[src/rtl/eth_zbt_write_buffer.sv]
// Show-ahead write buffer between the Ethernet receive interface and the ZBT SRAM
// controller write port, with load-completion, word-count and drop reporting.
module eth_zbt_write_buffer #(
  parameter int FIFO_DEPTH = 16,
  parameter int ZBT_AW     = 19
) (
  input  logic              clock,
  input  logic              resetn,
  input  logic              Write_en_I,
  input  logic [23:0]       Address_I,
  input  logic [31:0]       Data_I,
  input  logic              ETH_active_I,
  input  logic              ZBT_ack_I,
  output logic              ZBT_req_O,
  output logic [ZBT_AW-1:0] ZBT_address_O,
  output logic [31:0]       ZBT_data_O,
  output logic              ZBT_ready_O,
  output logic              Load_done_O,
  output logic [23:0]       Words_written_O,
  output logic              Overflow_O,
  output logic              Range_error_O
);

  localparam int PW = $clog2(FIFO_DEPTH);
  localparam int EW = ZBT_AW + 32;

  typedef enum logic [1:0] {IDLE, WRITE, DONE} state_t;

  state_t        state;
  logic [EW-1:0] mem [FIFO_DEPTH];
  logic [PW-1:0] rd_ptr, wr_ptr;
  logic [PW:0]   count, count_next;
  logic          eth_prev, done_pending, done_pending_next;
  logic          eth_rise, eth_fall;
  logic          range_bad, full, pop, push, drop_full, drop_range;
  logic          next_idle, ready_next;
  logic [EW-1:0] push_entry, next_head;

  assign range_bad  = |(Address_I >> ZBT_AW);
  assign full       = (count == (PW+1)'(FIFO_DEPTH));
  assign pop        = ZBT_req_O & ZBT_ack_I;
  assign push       = Write_en_I & ~range_bad & (~full | pop);
  assign drop_full  = Write_en_I & ~range_bad & full & ~pop;
  assign drop_range = Write_en_I & range_bad;
  assign push_entry = {Address_I[ZBT_AW-1:0], Data_I};
  assign count_next = count + (PW+1)'(push) - (PW+1)'(pop);

  // When the last buffered entry is popped while a new one lands, the new head
  // is not in memory yet, so it is forwarded straight from the input.
  assign next_head = (count > (PW+1)'(1)) ? mem[rd_ptr + PW'(1)] : push_entry;

  assign eth_rise = ETH_active_I & ~eth_prev;
  assign eth_fall = ~ETH_active_I & eth_prev;

  always_comb begin
    done_pending_next = done_pending;
    if (eth_rise)
      done_pending_next = 1'b0;
    else if (eth_fall)
      done_pending_next = 1'b1;
    else if (state == DONE)
      done_pending_next = 1'b0;
  end

  // Ready is registered from the values the FSM and FIFO take at this edge, so
  // it rises together with the return to IDLE.
  always_comb begin
    next_idle = (state == DONE)
              | ((state == IDLE) & (count == '0) & ~done_pending)
              | ((state == WRITE) & pop & (count_next == '0));
    ready_next = next_idle & (count_next == '0) & ~ETH_active_I & ~done_pending_next;
  end

  always_ff @(posedge clock) begin
    if (push)
      mem[wr_ptr] <= push_entry;
  end

  always_ff @(posedge clock or negedge resetn) begin
    if (!resetn) begin
      rd_ptr          <= '0;
      wr_ptr          <= '0;
      count           <= '0;
      eth_prev        <= 1'b0;
      done_pending    <= 1'b0;
      Words_written_O <= '0;
      Overflow_O      <= 1'b0;
      Range_error_O   <= 1'b0;
    end else begin
      if (push)
        wr_ptr <= wr_ptr + PW'(1);
      if (pop)
        rd_ptr <= rd_ptr + PW'(1);
      count        <= count_next;
      eth_prev     <= ETH_active_I;
      done_pending <= done_pending_next;
      // A load start clears the stats, but events at the same edge still count.
      Words_written_O <= (eth_rise ? 24'd0 : Words_written_O) + 24'(pop);
      Overflow_O      <= (eth_rise ? 1'b0 : Overflow_O) | drop_full;
      Range_error_O   <= (eth_rise ? 1'b0 : Range_error_O) | drop_range;
    end
  end

  always_ff @(posedge clock or negedge resetn) begin
    if (!resetn) begin
      state         <= IDLE;
      ZBT_req_O     <= 1'b0;
      ZBT_address_O <= '0;
      ZBT_data_O    <= '0;
      ZBT_ready_O   <= 1'b0;
      Load_done_O   <= 1'b0;
    end else begin
      Load_done_O <= 1'b0;
      ZBT_ready_O <= ready_next;
      case (state)
        IDLE: begin
          if (count != '0) begin
            state                       <= WRITE;
            ZBT_req_O                   <= 1'b1;
            {ZBT_address_O, ZBT_data_O} <= mem[rd_ptr];
          end else if (done_pending) begin
            state       <= DONE;
            Load_done_O <= 1'b1;
          end
        end
        WRITE: begin
          if (pop) begin
            if (count_next != '0) begin
              {ZBT_address_O, ZBT_data_O} <= next_head;
            end else begin
              state     <= IDLE;
              ZBT_req_O <= 1'b0;
            end
          end
        end
        DONE:    state <= IDLE;
        default: state <= IDLE;
      endcase
    end
  end

endmodule
[config.mk]
export PLATFORM = sky130hd
export DESIGN_NAME = eth_zbt_write_buffer
export DESIGN_NICKNAME = d
export VERILOG_FILES = /design/src/rtl/eth_zbt_write_buffer.sv
export SDC_FILE = /design/constraint.sdc
export NUM_CORES = 1
export LEC_CHECK = 0
export CAP_MARGIN = 20
export CORE_ASPECT_RATIO = 1.75
export CORE_MARGIN = 2
export CORE_UTILIZATION = 58
export DETAILED_ROUTE_END_ITERATION = 7
export DONT_BUFFER_PORTS = 1
export HOLD_SLACK_MARGIN = 0.02
export PLACE_DENSITY = 0.75
export SLEW_MARGIN = 20
export SYNTH_ARGS = -nofsm -noshare
export SYNTH_HDL_FRONTEND = slang
export SYNTH_SLANG_ARGS = --single-unit
[constraint.sdc]
create_clock -name clock -period 3.8 [get_ports clock]
set_clock_uncertainty 0.2 [all_clocks]
set_input_delay 0.38 -clock clock [delete_from_list [all_inputs] [get_ports clock]]
set_output_delay 0.38 -clock clock [all_outputs]
set_load 0.005 [all_outputs]
Yosys cells after proc, flatten, opt, wreduce, memory -nomap -nowiden

Memory sizes are Yosys's and may differ from the RTL's.
Index checks and enable logic that the tools add are counted.

Register bits after elaboration: 97
Bits in writable memories: 816
Input bits: 61
Output and inout port bits: 80
Memories: 1

Add/sub/neg operators: 5
Magnitude comparators: 1
Equality and inequality tests: 8
Mux-type cells: 29
Bitwise logic cells: 27
Reduce and logical (&&, ||, !) cells: 10

Memories:

| name | words | bits a word | read ports | clocked after memory_dff | wr ports | RTL line | source |
|---|---|---|---|---|---|---|---|
| mem  | 16    | 51          | 2          | 0                        | 1        | 30       | `logic [EW-1:0] mem [FIFO_DEPTH];` |

Operator list:

| operator                                               | number |
|---|---|
| two-way mux 32 bit                                     | 3 |
| one-hot mux 32 bit (2 select lines)                    | 1 |
| two-way mux 19 bit                                     | 3 |
| two-way mux 51 bit                                     | 1 |
| one-hot mux 19 bit (2 select lines)                    | 1 |
| adder 24 x 1 -> 24 bit                                 | 1 |
| two-way mux 24 bit                                     | 1 |
| AND 1 bit                                              | 15 |
| two-way mux 1 bit                                      | 13 |
| zero test 5 bit                                        | 2 |
| nonzero test 5 bit                                     | 2 |
| adder 4 x 1 -> 4 bit (second input constant)           | 2 |
| two-way mux 2 bit                                      | 4 |
| AND reduction 4 bit                                    | 2 |
| inverter 1 bit                                         | 7 |
| adder 5 x 1 -> 5 bit                                   | 1 |
| == test 5 bit (second input constant)                  | 1 |
| > comparator 5 x 1 -> 1 bit (second input constant)    | 1 |
| OR 1 bit                                               | 5 |
| OR reduction 5 bit                                     | 1 |
| subtractor 5 x 1 -> 5 bit                              | 1 |
| inequality test 2 x 1 -> 1 bit (second input constant) | 2 |
| inequality test 2 bit (second input constant)          | 2 |
| one-hot mux 2 bit (2 select lines)                     | 1 |
| 7 further kinds                                        | 7 |

Depth between registers and ports, before layout

Word-level depth: 12
Mapped depth: 19

Worst setup path after synthesis

OpenSTA, ideal clock, no wires.

Kind: flip-flop to flip-flop
Start point: reg count[2]
End point: reg ZBT_data_O[23]
Arrival time: 3.436 ns
Slack: 0.060 ns
Cell stages (with the launch flop): 20
Period minus slack after synthesis: 3.740 ns
Cell sequence: dfrtp_1 inv_1 ha_1 nand2b_1 nor2_1 a31oi_1 inv_1 ha_1 inv_1 ha_1 inv_1 fa_1 nor3_1 or4_4 nand4_2 o21ai_2 buf_6 clkbuf_1 nand2_1 o41ai_2

Cells in the longest elaborated chain, start to end: 9
Elaborated cells on any way between the ends: 16
Classes of those cells: add/sub: 2; order compare: 1; eq/ne: 3; mux: 4; bitwise: 3; reduce/logical: 3

Ends and longest elaborated chain:

| element                                  | RTL line | source |
|---|---|---|
| start, declared                          | 32       | `logic [PW:0] count, count_next;` |
| start signal, assigned                   | 94       | `count <= count_next;` |
| == test 5 bit                            | 40       | `assign full = (count == (PW+1)'(FIFO_DEPTH));` |
| inverter 1 bit                           | 42       | `assign push = Write_en_I & ~range_bad & (~full \| pop);` |
| OR 1 bit                                 | 42       |  |
| AND 1 bit                                | 42       |  |
| adder 5 x 1 -> 5 bit                     | 46       | `assign count_next = count + (PW+1)'(push) - (PW+1)'(pop);` |
| subtractor 5 x 1 -> 5 bit                | 46       |  |
| nonzero test 5 bit                       | 128      | `if (count_next != '0) begin` |
| inequality test 2 x 1 -> 1 bit (no line) | --       |  |
| AND reduction 4 bit (no line)            | --       |  |
| end signal, assigned                     | 120      | `{ZBT_address_O, ZBT_data_O} <= mem[rd_ptr];` |
| end signal, assigned                     | 129      | `{ZBT_address_O, ZBT_data_O} <= next_head;` |
| end, declared                            | 16       | `output logic [31:0] ZBT_data_O,` |

Parallel ways exist; a longest one is shown, timed or not. The select of a mux whose other input is x is not followed.
A chain may end at the register's enable or synchronous reset.

Worst setup path after layout

Start point: reg count[2]
End point: reg ZBT_data_O[1]

The elaborated chain is that of the path after synthesis.

==> results.toml <==
[status]
status = "finished clean"

[timing]
setup_viol = 0
hold_violations = 0
rsz0062_at_grt = "no"
fin_crit_sh_pct = 97.7
fin_ws_ns = 0.0883
clock.fmax_mhz = 269
maxSlewViolCount = 0
period_minus_slack_ns = 3.71
worstMarginPinSlew_ns = 1.09
maxSlewHeadroom_pct = 27.1

[detailed_routing]
routed-wl-met3_mm = 11.9
wl_met2_mm = 62.2
num_vias = 26500
dr.first_iter.drc_count = 3142
viasPerCell = 7.21
drc = 0
top_layer_used = "met4"
drt_wl_total_mm = 122
dr.pass1.iters = 8
routedWlPerCell_um = 33.1
ant_nets = 0
wl_met1_mm = 40.9

[layout]
fin_cells = 3676
nFillCells = 4731
nets = 2748
multi_input_area_um2 = 15600
seqCellArea_um2 = 26900
layout-drive-gt1-share_pct = 29.3
area_growth_pct = 13.3

[power_and_ir_drop]
max-vdd-ir-drop_mv = 0.638
powerDensity_nw_per_um2 = 812
leakagePower_nw = 16.5

[yosys]
synth_edf_count = 816
ys_top_cells_by_area = "edfxtp_1 57%, mux4_2 16%, dfrtp_1 5.6%"
syn_avg_cell_area_um2 = 16.6
synth_adder_area_share_pct = 0.481
synth_top_area_cell = "edfxtp_1"
ys_seq_area_share_pct = 62.3
synth_cells = 2597
ys.flop_type = "edfxtp_1"
synth_seq_cells = 913
synth_nets = 2674
ys_types = 56
synth_commonest_cells = "816 x edfxtp_1, 308 x mux4_2, 132 x nor2_1"
synth_xor_area_share_pct = 0.507
synth_area_um2 = 43200
yosysTopAreaCellShare_pct = 56.7
ys_warn_count = 0
synth_compound_area_share_pct = 6.29
yosysMostFrequentCell = "edfxtp_1"
synthMuxAreaShare_pct = 21.1
async_reset_ff_share_pct = 10.6
synthSimpleGateAreaFrac_pct = 5.85
synth_top_family_by_area = "multiplexers"

[worst_setup_path]
r2r_slack_ns = 0.09
critical_path.startpoint = "count[2]"
r2r-end = "ZBT_data_O[1]"
reg2reg_from = "count[2]"
endpoint_kind = "flip-flop"
arrival_ns = 4.07
critPathCapture = "ZBT_data_O[1]"
worst-path-max-fanout = 10
required_ns = 4.15
r2r_cells = 19
crit_type = "reg -> reg"
crit_path_start_kind = "flip-flop"

[die]
die_w_um = 210
dieArea_um2 = 76800
start_util_pct = 58.5
coreArea_um2 = 73800
io_pins = 141
num_rows = 132
die_y_um = 365

[placement]
dp_cells = 3447
dp_hpwl_mm = 68.3
io_buffers = 0
place_congestion = 0.843
pre_cts_ws_ns = -0.297

[clock_network]
clk_latency_ns = 0.67
clock-sinks = 913
htree_levels = 3
tritoncts.num_buffers = 80
cts_tree = "done"
cts_root_buf = "clkbuf_16"
cts_buffer_depth = 3
clk_pin_slew_worst_paths_ns = 0.07

[global_routing]
grt_pass1_vias = 28100
grt_pass1_wl_mm = 177
grt_use_total_pct = 31.9
overflow = 0
grt_max_degree = 130
antenna_found_initial = 4

[job]
maxCapViolations = 0

[hold_path]
hp-class = "in -> reg"
whs_path_depth = 1
-- flip-flops by register name, summed over array words and instances, names as in the netlist --
signal and flops:
mem 816, wr_ptr 4, ZBT_address_O 19, ZBT_data_O 32
ZBT_req_O 1, done_pending 1, rd_ptr 4, ZBT_ready_O 1
state 2, Range_error_O 1, eth_prev 1, Words_written_O 24
count 5, Overflow_O 1, Load_done_O 1
-- worst min-delay path by stage --
stage | from | to | slack, ns
after global placement | resetn | Words_written_O[2] | -0.11
after global routing | ETH_active_I | eth_prev | 0.19
after detailed placement | resetn | Words_written_O[2] | -0.11
after floorplan | resetn | Load_done_O | -0.12
after CTS | Address_I[21] | wr_ptr[1] | 0.17
final | ETH_active_I | eth_prev | 0.21
-- cell usage in the layout (no fill, tap or decap), drive strengths merged, types with 3 or more instances in the layout --
| cell type | n |
|---|---|
| nor3 | 7 |
| clkinv | 19 |
| and3 | 7 |
| nand2b | 9 |
| dlygate4sd3 | 58 |
| ha | 15 |
| a21oi | 8 |
| or3 | 4 |
| o21ai | 61 |
| nor2b | 105 |
| inv | 120 |
| mux2 | 102 |
| bufinv | 4 |
| xor2 | 14 |
| diode | 3 |
| xnor2 | 11 |
| mux4 | 308 |
| a221oi | 50 |
| buf | 118 |
| and2 | 69 |
| o32ai | 50 |
| dfrtp | 97 |
| mux2i | 101 |
| o41ai | 50 |
| nor2 | 132 |
| nand4 | 4 |
| edfxtp | 816 |
| nor4 | 50 |
| nand2 | 83 |
| nand3 | 17 |
| clkbuf | 123 |
| o22ai | 102 |
-- cells by family after synthesis --
logic type,Yosys count
XOR/XNOR,25
buffers and inverters,306
multiplexers,511
flip-flops,913
AO/OA/AOI/OAI,334
AND/OR/NAND/NOR,492
adder cells (fa/ha/maj),16
-- layer usage --
| layer | up-vias | global-route usage, % |
|---|---|---|
| li1 | 10600 | - |
| met1 | 13700 | 38.0 |
| met2 | 1726 | 54.6 |
| met3 | 467 | 6.30 |
| met4 | 0 | 17.5 |
| met5 | - | 0 |
-- critical path: stages, from the launching register on --
cell and delay [ns]:
dfrtp_1 0.37, inv_2 0.07, ha_4 0.16, nand2b_4 0.08
nor2_4 0.04, a31oi_4 0.21, inv_2 0.08, ha_4 0.28
inv_4 0.04, ha_4 0.16, inv_4 0.05, fa_2 0.23
nor3_4 0.06, or4_4 0.51, nand4_4 0.12, o21ai_4 0.11
buf_12 0.18, buf_12 0.13, buf_16 0.16, o41ai_2 0.34
-- cell type report --
type                            instances  share of cell area, %
Tap cell                              938                   2.40
Clock buffer                          120                   4.77
Inverter                              119                  0.925
Sequential cell                       913                   55.0
Timing Repair Buffer                  179                   4.49
Multi-Input combinational cell       1378                   31.9
Clock inverter                         26                  0.514
Antenna cell                            3                 0.0153
-- where the power goes --
part / internal (W) / switching (W) / total [W]
Combinational: 0.00884 / 0.0107 / 0.0195
Clock: 0.00454 / 0.00364 / 0.00818
Sequential: 0.0114 / 0.000725 / 0.0121
-- per-stage QoR --
step	hold WS (ns)	util (%)	TNS [ns]	power [W]	instance area (um^2)
finish	0.212	66.3	0	0.0398	49000
global route	0.194	66.3	0	0.0411	49000
CTS	0.166	65.8	-0.332	0.0388	48600
detailed placement	-0.113	60.6	-11.52	0.0292	44700
global placement	-0.113	60.6	-0.0135	0.0287	44700
floorplan	-0.116	-	0	0.0244	43200
-- what timing repair did --
item,CTS,global route
setup endpoints to repair,51,51
hold buffers,59,0
hold endpoints to repair,994,0
pin swaps,23,26
gates resized for setup,67,37
cloned,4,3
buffers inserted,9,6
No activity file was read; power rests on OpenSTA's default activity.
==> RTL change: new RTL, same flow settings <==
`FIFO_DEPTH`: 16 -> 8.
--- a/src/rtl/eth_zbt_write_buffer.sv
+++ b/src/rtl/eth_zbt_write_buffer.sv
@@ -3,3 +3,3 @@
 module eth_zbt_write_buffer #(
-  parameter int FIFO_DEPTH = 16,
+  parameter int FIFO_DEPTH = 8,
   parameter int ZBT_AW     = 19
Formal check against the unedited RTL: same outputs for any inputs over 4 cycles, from zero or initial values and one cycle with resetn low; that may be too few to reach the edited logic, so the function may still have changed.
==> RTL change against the unedited design <==
- design area decreased by 48%
- setup slack improved by 170 ps
- sequential cell count decreased by 411
- routed wire length decreased by 55%
- core utilization increased by 0.14 points
- area after synthesis decreased by 48%
- non-clock buffer count decreased by 77
- power decreased by 51%
- largest power group unchanged
==> RTL change: results (changes against the unedited design) <==
| Metric | Value |
|---|---|
| Outcome | finished, final reports clean |
| Total GRT Usage | 27.4% (-4.5 points) |
| Synth Area per Inst | 17.8 µm² (+7.2%) |
| Pleak | 8.55 nW (-48%) |
| FFs w/ async S/R, synth | 18.7% (+8.1 points) |
| Synth cell count leaders | 408 x edfxtp_1, 195 x mux4_2, 94 x dfrtp_1 |
| Pre-CTS setup slack | 9.95 ps (+307 ps) |
| Drt first pass iters | 5 (-3) |
| Placed inst area | 23,300 µm² (-48%) |
| Cell family with most CP delay | simple AND/OR/NAND/NOR gates |
| Post-synth EDFFs | 408 (-50%) |
| Layout cells sized above 1 | 25.7% (-3.7 points) |
| Ranking of synthesized cells by area | edfxtp_1 54%, mux4_2 20%, dfrtp_1 10% |
| Crit-path max FO | 26 (+16) |
| Vias in the first global route | 13,800 (-51%) |
| DR vias | 13,000 (-51%) |
| Global-route wire length before repair | 83,500 µm (-53%) |
| DRT Wirelength | 54,600 µm (-55%) |
| Worst skew pair latency | 560 ps (-110 ps) |
| Worst rel slew slack | 37.2% (+10 points) |
| Final RePlAce weighted congestion | 0.798 (-5.4%) |
| Largest net degree at the start of global routing | 133 (+2.3%) |
| Post-Place Cells | 1,703 (-51%) |
| Sequential-to-total area share from yosys stat | 64.9% (+2.6 points) |
| Max incr delay on CP | 550 ps (+40 ps) |
RTL change: final cells by class:
class | count | area [µm²]
clock buffers | 53 | 1190
clock inverters | 27 | 364
fillers | 2464 | 12800
inverters | 17 | 63.8
multi-input cells | 655 | 7550
flip-flops and latches | 502 | 14600
well taps | 485 | 607
repair buffers | 102 | 1050
RTL change: cell families after synthesis:
logic type / Yosys count
AOI/OAI and AO/OA: 181
buffers and inverters: 104
muxes: 215
and+or+nand+nor: 225
adders and majority gates: 10
DFF: 502
xor gates and xnor gates: 24
RTL change: final timing paths:
kind	to	cells past startpoint	start	slack, ps
setup / recovery	ZBT_data_O[19]$_DFFE_PN0P_	14	count[2]$_DFF_PN0_	260
hold / removal	ZBT_data_O[0]$_DFFE_PN0P_	3	Data_I[0]	30
setup reg to reg	ZBT_data_O[19]$_DFFE_PN0P_	14	count[2]$_DFF_PN0_	260
hold reg to reg	wr_ptr[0]$_DFFE_PN0P_	1	wr_ptr[0]$_DFFE_PN0P_	320
max in group asynchronous	rd_ptr[0]$_DFFE_PN0P_	2	resetn	2690
min in group asynchronous	Range_error_O$_DFF_PN0_	2	resetn	260
RTL change: routing by layer:
metal  vias to the layer above  global-route usage (%)  wire length [µm]
li1                       5366                       -                 -
met1                      6836                    33.0             18700
met2                       653                    49.0             29500
met3                       124                    5.28              4350
met4                         0                    10.6              2010
met5                         -                       0                 0
RTL change: repair_timing:
item / CTS / global route
hold endpoints to repair: 544 / 0
hold buffers: 58 / 0
setup endpoints to repair: 0 / 21
resized for setup: 0 / 1
RTL change: worst min-delay path, stage by stage:
cell,delay [ps]
o22ai_1,70
nor3_1,180
a211o_1,130
